**src/rtl/parity_stream_acc.sv**
```systemverilog
// parity_stream_acc: reduces a framed valid/ready word stream to an XOR word, parity bit, beat count and overflow flag.
module parity_stream_acc #(
  parameter int WIDTH   = 3,
  parameter int MAX_LEN = 16,
  parameter int CW      = $clog2(MAX_LEN + 1)
) (
  input  logic             clk,
  input  logic             rst,
  input  logic             in_valid,
  output logic             in_ready,
  input  logic [WIDTH-1:0] in_data,
  input  logic             in_last,
  input  logic             odd_mode,
  output logic             out_valid,
  input  logic             out_ready,
  output logic [WIDTH-1:0] out_word,
  output logic             out_parity,
  output logic [CW-1:0]    out_count,
  output logic             out_overflow
);
  typedef enum logic [1:0] {IDLE, ACCUM, DONE} state_t;
  state_t           r_state, w_next;
  logic [WIDTH-1:0] r_acc, w_word;
  logic [CW-1:0]    r_cnt, w_cnt_nx;
  logic             r_ovf, r_mode, w_mode, w_beat, w_sat, w_take;
  assign in_ready  = r_state != DONE;
  assign out_valid = r_state == DONE;
  assign w_beat    = in_valid & in_ready;
  assign w_take    = out_valid & out_ready;
  assign w_sat     = r_cnt == CW'(MAX_LEN);
  assign w_cnt_nx  = w_sat ? r_cnt : r_cnt + 1'b1;
  assign w_word    = r_acc ^ in_data;
  // a single-beat frame has no latched mode yet, so take it straight from the port
  assign w_mode    = (r_state == IDLE) ? odd_mode : r_mode;
  always_comb begin
    w_next = r_state;
    if (r_state == DONE) w_next = w_take ? IDLE : DONE;
    else if (w_beat) w_next = in_last ? DONE : ACCUM;
  end
  always_ff @(posedge clk) begin
    if (rst) begin
      r_state      <= IDLE;
      r_acc        <= '0;
      r_cnt        <= '0;
      r_ovf        <= 1'b0;
      r_mode       <= 1'b0;
      out_word     <= '0;
      out_parity   <= 1'b0;
      out_count    <= '0;
      out_overflow <= 1'b0;
    end else begin
      r_state <= w_next;
      if (w_beat) begin
        r_acc <= w_word;
        r_cnt <= w_cnt_nx;
        r_ovf <= r_ovf | w_sat;
        if (r_state == IDLE) r_mode <= odd_mode;
        if (in_last) begin
          out_word     <= w_word;
          out_parity   <= (^w_word) ^ w_mode;
          out_count    <= w_cnt_nx;
          out_overflow <= r_ovf | w_sat;
        end
      end
      if (w_take) begin
        r_acc <= '0;
        r_cnt <= '0;
        r_ovf <= 1'b0;
      end
    end
  end
endmodule
```
**config.mk**
```make
export PLATFORM = sky130hd
export DESIGN_NAME = parity_stream_acc
export DESIGN_NICKNAME = d
export VERILOG_FILES = /design/src/rtl/parity_stream_acc.sv
export SDC_FILE = /design/constraint.sdc
export NUM_CORES = 1
export LEC_CHECK = 0
export ABC_AREA = 1
export BUFFER_PORTS_ARGS = -buffer_cell sky130_fd_sc_hd__buf_2
export CORE_ASPECT_RATIO = 1.2
export CORE_UTILIZATION = 56
export CTS_BUF_LIST = sky130_fd_sc_hd__clkbuf_8
export CTS_CLUSTER_DIAMETER = 120
export DETAILED_ROUTE_END_ITERATION = 16
export PLACE_DENSITY = 0.85
export SLEW_MARGIN = 0
export SYNTH_ARGS = -nofsm -noshare
export SYNTH_HDL_FRONTEND = slang
export SYNTH_SLANG_ARGS = --single-unit
export TNS_END_PERCENT = 10
```
**constraint.sdc**
```tcl
create_clock -name clk -period 1.2 [get_ports clk]
set_input_delay 0.24 -clock clk [delete_from_list [all_inputs] [get_ports clk]]
set_output_delay 0.24 -clock clk [all_outputs]
set_load 0.1 [all_outputs]
```
=== Word level (Yosys, flattened, before mapping) ===
Cells that the tools add are included.

* Output and inout port bits: 12
* Register bits after elaboration: 22
* Input port bits: 9
* Word-level logic and storage cells: 29

* $add $sub $neg: 1
* Muxes and demuxes: 6
* Reductions and logical operators: 5
* Equality and inequality tests: 3
* Bitwise gates (word level): 5

{| class="wikitable"
|+ Operator list
! operator !! count
|-
| $mux 2 || 4
|-
| $add 5x1->5 const B || 1
|-
| $eq 5x5->1 const B || 1
|-
| $mux 5 || 1
|-
| $reduce_xor 3->1 || 1
|-
| $xor 3x3->3 || 1
|-
| $and 1x1->1 || 2
|-
| $eq 2x2->1 const B || 1
|-
| $logic_not 2->1 || 1
|-
| $ne 2x2->1 const B || 1
|-
| $reduce_and 2->1 || 1
|-
| $reduce_bool 2->1 || 1
|-
| $reduce_or 2->1 || 1
|-
| $mux 1 || 1
|-
| $or 1x1->1 || 1
|-
| $xor 1x1->1 || 1
|}

=== Longest topological paths before layout ===
Gate-level depths: netlist of run 1.

* Word-level depth: 4
* Depth in mapped cells: 9
* Depth with buffers taken out: 8

=== Worst setup path after synthesis of run 1 ===
Ideal clock, no wire load.

* Path type: flip-flop to flip-flop
* From: register r_state[1]
* To: register r_ovf
* Stages on the path, launching flop included: 9
* Data arrival time: 1.694 ns
* Clock period less this slack: 1.813 ns
* Required time: 1.081 ns
* Path buffers: 1
* Setup time: 0.119 ns
* Slack: -0.613 ns
* Cells stage by stage: dfxtp_1 inv_2 nor2_4 inv_6 nand2_8 inv_2 buf_6 a21oi_2 nor2_1

* Word-level cells in the longest chain between the ends: 3
* Elaborated cells between the ends (all ways): 5
* Those cells by class: 2 x eq/ne; 2 x bitwise; 1 x reduce/logical

{| class="wikitable"
|+ Ends and longest elaborated chain
! item !! RTL line !! text
|-
| start: declaration || 22 || <nowiki>state_t r_state, w_next;</nowiki>
|-
| start signal: assignment || 52 || <nowiki>r_state <= w_next;</nowiki>
|-
| $eq 2x2->1 || 27 || <nowiki>assign out_valid = r_state == DONE;</nowiki>
|-
| net out_valid || 14 || <nowiki>output logic out_valid,</nowiki>
|-
| $and 1x1->1 || 29 || <nowiki>assign w_take = out_valid & out_ready;</nowiki>
|-
| $reduce_or 2->1 (no source line) || -- ||
|-
| end signal: assignment || 56 || <nowiki>r_ovf <= r_ovf | w_sat;</nowiki>
|-
| end: declaration || 25 || <nowiki>logic r_ovf, r_mode, w_mode, w_beat, w_sat, w_take;</nowiki>
|}

The timed path passes the listed nets, and every way through them passes these cells.
A chain may end at the register's enable or synchronous reset.

=== Worst setup path after layout of run 1 ===
* From: register r_state[0]
* To: output in_ready

* Word-level cells in the longest chain between the ends: 1

{| class="wikitable"
|+ Ends and longest elaborated chain
! item !! RTL line !! text
|-
| $ne 2x2->1 || 26 || <nowiki>assign in_ready = r_state != DONE;</nowiki>
|-
| end: declaration || 10 || <nowiki>output logic in_ready,</nowiki>
|}

Every way passes these cells.

==> run_summary.xml, run 1 <==
<?xml version="1.0" encoding="UTF-8"?>
<metrics>
  <group name="power">
    <metric name="cellInternalPower" unit="uW">1360</metric>
    <metric name="clock_power_share" unit="">0.243</metric>
    <metric name="power.share.sequential" unit="">0.397</metric>
    <metric name="power.share.switching" unit="">0.373</metric>
    <metric name="total_leakage_power" unit="uW">0.000712</metric>
    <metric name="net-switching-power" unit="uW">810</metric>
    <metric name="share_comb_of_total_power" unit="">0.360</metric>
    <metric name="irDropWorstVdd" unit="V">0.000921</metric>
    <metric name="power_density" unit="nW/um^2">1390</metric>
  </group>
  <group name="final_layout">
    <metric name="fin_util" unit="">0.846</metric>
    <metric name="final-instance-count-excl-fill" unit="">198</metric>
    <metric name="num_antenna_cells" unit="">0</metric>
    <metric name="design_area" unit="um^2">1570</metric>
    <metric name="area_growth" unit="%">41.5</metric>
    <metric name="final_layout_size_suffix_gt1_frac" unit="">0.330</metric>
    <metric name="nNetsFinal" unit="">191</metric>
  </group>
  <group name="placement">
    <metric name="gp_congestion" unit="">0.808</metric>
    <metric name="place_worst_setup_slack" unit="ps">-34.6</metric>
    <metric name="post-place-cells" unit="">191</metric>
    <metric name="port_buffers" unit="">20</metric>
    <metric name="place_area" unit="um^2">1430</metric>
    <metric name="hpwlAfterDp" unit="um">1960</metric>
  </group>
  <group name="die">
    <metric name="total_die_area" unit="um^2">2160</metric>
    <metric name="floorplan.initialDensity" unit="">0.598</metric>
    <metric name="floorplan.die.height" unit="um">50.7</metric>
    <metric name="core_area" unit="um^2">1850</metric>
    <metric name="floorplan.rows" unit="">17</metric>
    <metric name="die_width" unit="um">42.6</metric>
    <metric name="top_ports" unit="">21</metric>
  </group>
  <group name="synth">
    <metric name="post_synth_main_area_contributors" unit="">dfxtp_1, nand2_1, a21oi_1, o21ai_0, inv_1</metric>
    <metric name="yosys_register_bits" unit="">22</metric>
    <metric name="synth_ff_type" unit="">dfxtp_1</metric>
    <metric name="yosys.cell_count.top_type" unit="">nand2_1</metric>
    <metric name="synth_top_area_cell" unit="">dfxtp_1</metric>
    <metric name="seq_area_frac_synth" unit="">0.398</metric>
    <metric name="synth_common_cells" unit="">nand2_1, dfxtp_1, a21oi_1</metric>
    <metric name="syn-mean-instance-area" unit="um^2">7.42</metric>
    <metric name="proportion_of_netlist_area_held_by_the_largest_area_contributor" unit="">0.398</metric>
    <metric name="post_synth_inst_count" unit="">149</metric>
    <metric name="synth_nets" unit="">160</metric>
    <metric name="async_reset_ff_frac" unit="">0</metric>
    <metric name="number_of_distinct_standard_cells_referenced_by_the_synthesized_netlist" unit="">22</metric>
    <metric name="synth_edf_count" unit="">0</metric>
    <metric name="ys_warn_count" unit="">0</metric>
    <metric name="syn-cell-area" unit="um^2">1110</metric>
  </group>
  <group name="worst_setup_path">
    <metric name="endpoint_type_of_the_worst_setup_path" unit="">output port</metric>
    <metric name="crit_path_max_fo" unit="">4</metric>
    <metric name="critical_path.slowest_cell" unit="">dfxtp_4</metric>
    <metric name="worst-endpoint-required" unit="ps">960</metric>
    <metric name="cpMostUsedCell" unit="">buf_12</metric>
    <metric name="worst_path_largest_cell_delay" unit="ps">360</metric>
    <metric name="cp-start-kind" unit="">register</metric>
    <metric name="arrival" unit="ps">1090</metric>
    <metric name="worstPathCellList" unit="">nor2_4 &gt; buf_12 &gt; inv_8 &gt; buf_12</metric>
    <metric name="crit_type" unit="">register to output port</metric>
  </group>
  <group name="clock_network">
    <metric name="cts-root-to-sink-buffers" unit="">2</metric>
    <metric name="cts_root_buf" unit="">clkbuf_8</metric>
    <metric name="post_cts_hold_buffer_count" unit="">0</metric>
    <metric name="clock_sink_count" unit="">22</metric>
    <metric name="worst_skew_pair.late_latency" unit="ps">260</metric>
    <metric name="htree_num_levels" unit="">1</metric>
    <metric name="clkSlewWorstSetupHoldPaths" unit="ps">80</metric>
    <metric name="cts-buffers-inserted" unit="">3</metric>
    <metric name="cts_tree" unit="">yes</metric>
  </group>
  <group name="route">
    <metric name="dr.pass1.iters" unit="">5</metric>
    <metric name="antenna_left" unit="">0</metric>
    <metric name="route.vias.total" unit="">1129</metric>
    <metric name="routed_wirelength" unit="um">3040</metric>
    <metric name="drtIter0Drc" unit="">31</metric>
    <metric name="drcViolationCount" unit="">0</metric>
    <metric name="number_of_vias_per_cell_after_detailed_routing" unit="">5.70</metric>
    <metric name="detail_route.wl_per_cell" unit="um">15.3</metric>
  </group>
  <group name="sta">
    <metric name="timing_worst_slew_pin_value" unit="ps">301</metric>
    <metric name="relSlewSlack" unit="">0.799</metric>
    <metric name="worst_clock_skew" unit="ps">1.64</metric>
    <metric name="setup_ws" unit="ps">-130</metric>
    <metric name="rsz0062_at_grt" unit="">true</metric>
    <metric name="post_route_minimum_period" unit="ps">1330</metric>
    <metric name="maxClockFrequency" unit="MHz">752</metric>
    <metric name="report.final.slew_viol_count" unit="">0</metric>
    <metric name="share_of_the_clock_period_used_by_the_worst_path" unit="">1.11</metric>
    <metric name="finalHoldViolCount" unit="">0</metric>
    <metric name="report.final.setup_viol" unit="">10</metric>
  </group>
  <group name="outcome">
    <metric name="run_status" unit="">finished, violations left</metric>
    <metric name="failing_checks" unit="">negative setup slack</metric>
  </group>
  <group name="grt">
    <metric name="vias_in_the_first_global_route" unit="">1116</metric>
    <metric name="grt_overflow" unit="">0</metric>
    <metric name="grt_first_pass_wirelength" unit="um">4790</metric>
    <metric name="grtUsageTotal" unit="">0.299</metric>
    <metric name="grt_start_max_net_pins" unit="">17</metric>
    <metric name="antenna_violations_before_repair" unit="">0</metric>
  </group>
  <group name="flow_run">
    <metric name="max-cap-violations" unit="">0</metric>
  </group>
  <group name="min_path">
    <metric name="timing.hold.worst.class" unit="">input port to register</metric>
  </group>
</metrics>
## state kept, by name, summed over array words and instances (netlist names)
signal	flops
out_count	5
out_overflow	1
out_parity	1
out_word	3
r_acc	3
r_cnt	5
r_mode	1
r_ovf	1
r_state	2
## cell families (layout without fill, tap and decap cells)
logic type / count (synthesis) / count (layout) / synth area share
AO/OA/AOI/OAI: 41 / 41 / 0.198
XOR/XNOR: 4 / 4 / 0.0317
adder cells (fa/ha/maj): 2 / 2 / 0.0226
buffers and inverters: 23 / 52 / 0.0995
flip-flops: 22 / 22 / 0.398
AND/OR/NAND/NOR: 57 / 58 / 0.250
## layout by cell type, fill, tap and decap left out
| master | instances |
|---|---|
| a21oi_1 | 19 |
| a21oi_2 | 3 |
| buf_12 | 13 |
| buf_2 | 8 |
| buf_4 | 5 |
| buf_6 | 1 |
| clkbuf_8 | 4 |
| dfxtp_1 | 19 |
| dfxtp_2 | 2 |
| dfxtp_4 | 1 |
| ha_1 | 2 |
| inv_1 | 16 |
| inv_2 | 2 |
| inv_4 | 1 |
| inv_6 | 1 |
| inv_8 | 1 |
| nand2_1 | 35 |
| nand2_2 | 7 |
| nand2_8 | 1 |
| nand3_1 | 8 |
| nand4_1 | 1 |
| nor2_1 | 3 |
| nor2_4 | 2 |
| nor2_8 | 1 |
| o21ai_0 | 9 |
| o21ai_1 | 4 |
| o21ai_2 | 5 |
| o21bai_2 | 1 |
| xor2_1 | 4 |
## final cells by class
| cell class | count | area [um^2] |
|---|---|---|
| clock buffers | 4 | 55.1 |
| well taps | 19 | 23.8 |
| multi-input cells | 105 | 597 |
| flip-flops and latches | 22 | 447 |
| inverters | 21 | 93.8 |
| fillers | 98 | 285 |
| repair buffers | 27 | 349 |
## per-stage QoR
| stage | TNS [ps] | power (uW) | hold WS, ps |
|---|---|---|---|
| finish | -426 | 2170 | 205 |
| global placement | -12.8 | 1550 | 472 |
| CTS | -643 | 2150 | 197 |
| global route | -1700 | 2270 | 203 |
| detailed placement | -106 | 1580 | 481 |
| floorplan | -11130 | 1340 | 309 |
## final timing paths
kind,start,to,slack [ps],cells past startpoint
max,r_state[0]$_SDFFE_PP0P_,in_ready,-130,4
min,rst,out_word[0]$_SDFFE_PP0P_,210,2
max reg2reg,r_state[1]$_SDFFE_PP0P_,out_word[2]$_SDFFE_PP0P_,-30,9
min reg2reg,r_cnt[1]$_SDFFE_PP0P_,r_cnt[1]$_SDFFE_PP0P_,510,2
## metal layers
metal | up-vias | track usage | share of wire
met2 | 47 | 0.526 | 0.51
met4 | 0 | 0.219 | 0.046
met1 | 526 | 0.318 | 0.39
met5 | - | 0 | 0
li1 | 541 | - | -
met3 | 15 | 0.0432 | 0.046
## power by group through the flow
stage / clock, uW / combinational (uW) / sequential [uW]
floorplan: 0 / 330 / 1010
global placement: 0 / 682 / 868
detailed placement: 0 / 707 / 874
CTS: 541 / 750 / 858
global route: 569 / 828 / 869
finish: 528 / 781 / 863
## worst max-delay path, delay by kind of cell (launching register included)
kind                   cells  cell delay (ps)
buffers and inverters      3              310
flip-flops                 1              360
AND/OR/NAND/NOR            1              150
## timing repair
action | CTS | global route
pin swaps | 4 | 3
setup endpoints to repair | 15 | 23
gates resized for setup | 14 | 7
cloned | 0 | 1
setup buffers | 2 | 0
Note: power is estimated with default switching activity, not from simulation.
==> run 2: changes to the inputs <==
Settings changed: TNS_END_PERCENT 10 to 20.
==> run_summary.xml, run 2 (synthesized netlist as in run 1, its figures left out) <==
<?xml version="1.0" encoding="UTF-8"?>
<metrics>
  <group name="worst_setup_path">
    <metric name="worstPathCellList" unit="">nor2_4 &gt; buf_12 &gt; inv_8 &gt; buf_12</metric>
    <metric name="crit_path_max_fo" unit="">4</metric>
    <metric name="reg2regPathDepth" unit="">8</metric>
    <metric name="cpMostUsedCell" unit="">buf_12</metric>
    <metric name="worst-endpoint-required" unit="ps">960</metric>
    <metric name="cp_top_family" unit="">flip-flops</metric>
    <metric name="cp-start-kind" unit="">register</metric>
    <metric name="endpoint_type_of_the_worst_setup_path" unit="">output port</metric>
    <metric name="worst_path_largest_cell_delay" unit="ps">360</metric>
    <metric name="r2r-end" unit="">r_cnt[0]$_SDFFE_PP0P_</metric>
    <metric name="worstPathBufferInverterCount" unit="">3</metric>
    <metric name="crit_type" unit="">register to output port</metric>
    <metric name="rrSetupSlack" unit="ps">-50</metric>
    <metric name="arrival" unit="ps">1100</metric>
    <metric name="critical_path.slowest_cell" unit="">dfxtp_4</metric>
    <metric name="worst_r2r_startpoint" unit="">r_state[0]$_SDFFE_PP0P_</metric>
  </group>
  <group name="outcome">
    <metric name="failing_checks" unit="">negative setup slack</metric>
    <metric name="run_status" unit="">finished, violations left</metric>
  </group>
  <group name="final_layout">
    <metric name="final-instance-count-excl-fill" unit="">200</metric>
    <metric name="layout_commonest_cell" unit="">nand2_1</metric>
    <metric name="total_area_of_multi_input_combinational_cells" unit="um^2">616</metric>
    <metric name="register_area" unit="um^2">447</metric>
    <metric name="most-common-layout-cells" unit="">nand2_1, a21oi_1, dfxtp_1, inv_1, buf_12</metric>
    <metric name="area_growth" unit="%">44.9</metric>
    <metric name="filler_cell_count" unit="">93</metric>
    <metric name="biggestRegsByFlops" unit="">out_count x5, r_cnt x5</metric>
    <metric name="num_antenna_cells" unit="">0</metric>
    <metric name="design_area" unit="um^2">1600</metric>
    <metric name="final_layout_size_suffix_gt1_frac" unit="">0.343</metric>
    <metric name="nNetsFinal" unit="">193</metric>
  </group>
  <group name="min_path">
    <metric name="timing.hold.worst_endpoint" unit="">out_word[2]$_SDFFE_PP0P_</metric>
    <metric name="timing.hold.worst.class" unit="">input port to register</metric>
    <metric name="whs_path_cells" unit="">2</metric>
    <metric name="min_from" unit="">rst</metric>
  </group>
  <group name="sta">
    <metric name="relSlewSlack" unit="">0.808</metric>
    <metric name="maxClockFrequency" unit="MHz">746</metric>
    <metric name="post_route_minimum_period" unit="ps">1340</metric>
    <metric name="rsz0062_at_grt" unit="">true</metric>
    <metric name="worst_clock_skew" unit="ps">6.39</metric>
    <metric name="report.final.setup_viol" unit="">15</metric>
    <metric name="report.final.slew_viol_count" unit="">0</metric>
    <metric name="share_of_the_clock_period_used_by_the_worst_path" unit="">1.12</metric>
    <metric name="timing_worst_slew_pin_value" unit="ps">287</metric>
    <metric name="finalHoldViolCount" unit="">0</metric>
    <metric name="setup_ws" unit="ps">-141</metric>
  </group>
  <group name="placement">
    <metric name="gp_congestion" unit="">0.808</metric>
    <metric name="port_buffers" unit="">20</metric>
    <metric name="post-place-cells" unit="">191</metric>
    <metric name="place_area" unit="um^2">1430</metric>
    <metric name="hpwlAfterDp" unit="um">1960</metric>
    <metric name="place_worst_setup_slack" unit="ps">-34.6</metric>
  </group>
  <group name="die">
    <metric name="top_ports" unit="">21</metric>
    <metric name="total_die_area" unit="um^2">2160</metric>
    <metric name="floorplan.die.height" unit="um">50.7</metric>
    <metric name="floorplan.rows" unit="">17</metric>
    <metric name="floorplan.initialDensity" unit="">0.598</metric>
    <metric name="core_area" unit="um^2">1850</metric>
    <metric name="die_width" unit="um">42.6</metric>
  </group>
  <group name="clock_network">
    <metric name="cts-buffers-inserted" unit="">3</metric>
    <metric name="cts-root-to-sink-buffers" unit="">2</metric>
    <metric name="htree_num_levels" unit="">1</metric>
    <metric name="post_cts_hold_buffer_count" unit="">0</metric>
    <metric name="cts_root_buf" unit="">clkbuf_8</metric>
    <metric name="clock_sink_count" unit="">22</metric>
    <metric name="worst_skew_pair.late_latency" unit="ps">270</metric>
    <metric name="cts_tree" unit="">yes</metric>
    <metric name="clkSlewWorstSetupHoldPaths" unit="ps">80</metric>
  </group>
  <group name="route">
    <metric name="drcViolationCount" unit="">0</metric>
    <metric name="drtIter0Drc" unit="">50</metric>
    <metric name="routed_wirelength" unit="um">3260</metric>
    <metric name="antenna_left" unit="">0</metric>
    <metric name="number_of_vias_per_cell_after_detailed_routing" unit="">5.98</metric>
    <metric name="route.vias.total" unit="">1195</metric>
    <metric name="detail_route.wl_per_cell" unit="um">16.3</metric>
    <metric name="dr.pass1.iters" unit="">4</metric>
  </group>
  <group name="power">
    <metric name="irDropWorstVdd" unit="V">0.00101</metric>
    <metric name="total_leakage_power" unit="uW">0.000729</metric>
    <metric name="finalPower" unit="uW">2210</metric>
    <metric name="power_density" unit="nW/um^2">1380</metric>
  </group>
  <group name="grt">
    <metric name="busiest_layer" unit="">met2</metric>
    <metric name="grt_overflow" unit="">0</metric>
    <metric name="grt.met2_usage" unit="">0.567</metric>
    <metric name="grt_start_max_net_pins" unit="">17</metric>
    <metric name="grt.met3_usage" unit="">0.0540</metric>
    <metric name="vias_in_the_first_global_route" unit="">1182</metric>
    <metric name="grt_first_pass_wirelength" unit="um">5280</metric>
    <metric name="grt_use_met1" unit="">0.359</metric>
    <metric name="antenna_violations_before_repair" unit="">0</metric>
    <metric name="grtUsageTotal" unit="">0.333</metric>
  </group>
  <group name="flow_run">
    <metric name="max-cap-violations" unit="">0</metric>
  </group>
</metrics>
[run 2: cell count changes in the layout (fill, tap and decap cells not counted), sizes merged]
cell,previous run,this run
buf,27,29
[run 2: area by class of cell]
cell class	count	share of cell area
Multi-Input combinational cell	105	0.384
Sequential cell	22	0.279
Timing Repair Buffer	29	0.230
Inverter	21	0.0585
Clock buffer	4	0.0343
Tap cell	19	0.0148
[run 2: where the power goes]
part / total, uW / internal [uW] / switching (uW)
sequential: 864 / 795 / 69.0
clock: 535 / 293 / 242
combinational: 815 / 290 / 524
total: 2210 / 1380 / 835
[run 2: stage by stage]
stage	utilization	setup TNS [ps]	hold slack, ps
floorplan	-	-11130	309
global placement	0.773	-12.8	472
detailed placement	0.773	-106	481
CTS	0.839	-306	202
global route	0.866	-1640	225
finish	0.866	-533	217
[run 2: what timing repair did]
action / 4_1_cts / 5_1_grt
setup buffers: 2 / 2
resized for setup: 15 / 9
endpoints found under the setup margin: 15 / 23
cloned: 1 / 0
pin swaps: 5 / 5
[run 2: how the worst max path moves through the flow]
stage | depth (start not counted) | slack (ps) | startpoint | end
final | 4 | -140 | r_state[0]$_SDFFE_PP0P_ | in_ready
after CTS | 4 | -130 | r_state[0]$_SDFFE_PP0P_ | in_ready
after global routing | 5 | -170 | r_state[1]$_SDFFE_PP0P_ | in_ready
after floorplan | 8 | -560 | r_state[1]$_SDFFE_PP0P_ | r_acc[2]$_SDFFE_PP0P_
after global placement | 7 | -10 | r_cnt[0]$_SDFFE_PP0P_ | r_cnt[0]$_SDFFE_PP0P_
after detailed placement | 7 | -30 | r_state[0]$_SDFFE_PP0P_ | out_word[2]$_SDFFE_PP0P_
[run 2: routing by layer]
| layer | vias up | wire length, um |
|---|---|---|
| li1 | 554 | - |
| met1 | 561 | 1230 |
| met2 | 65 | 1730 |
| met3 | 15 | 201 |
| met4 | 0 | 108 |
| met5 | - | 0 |
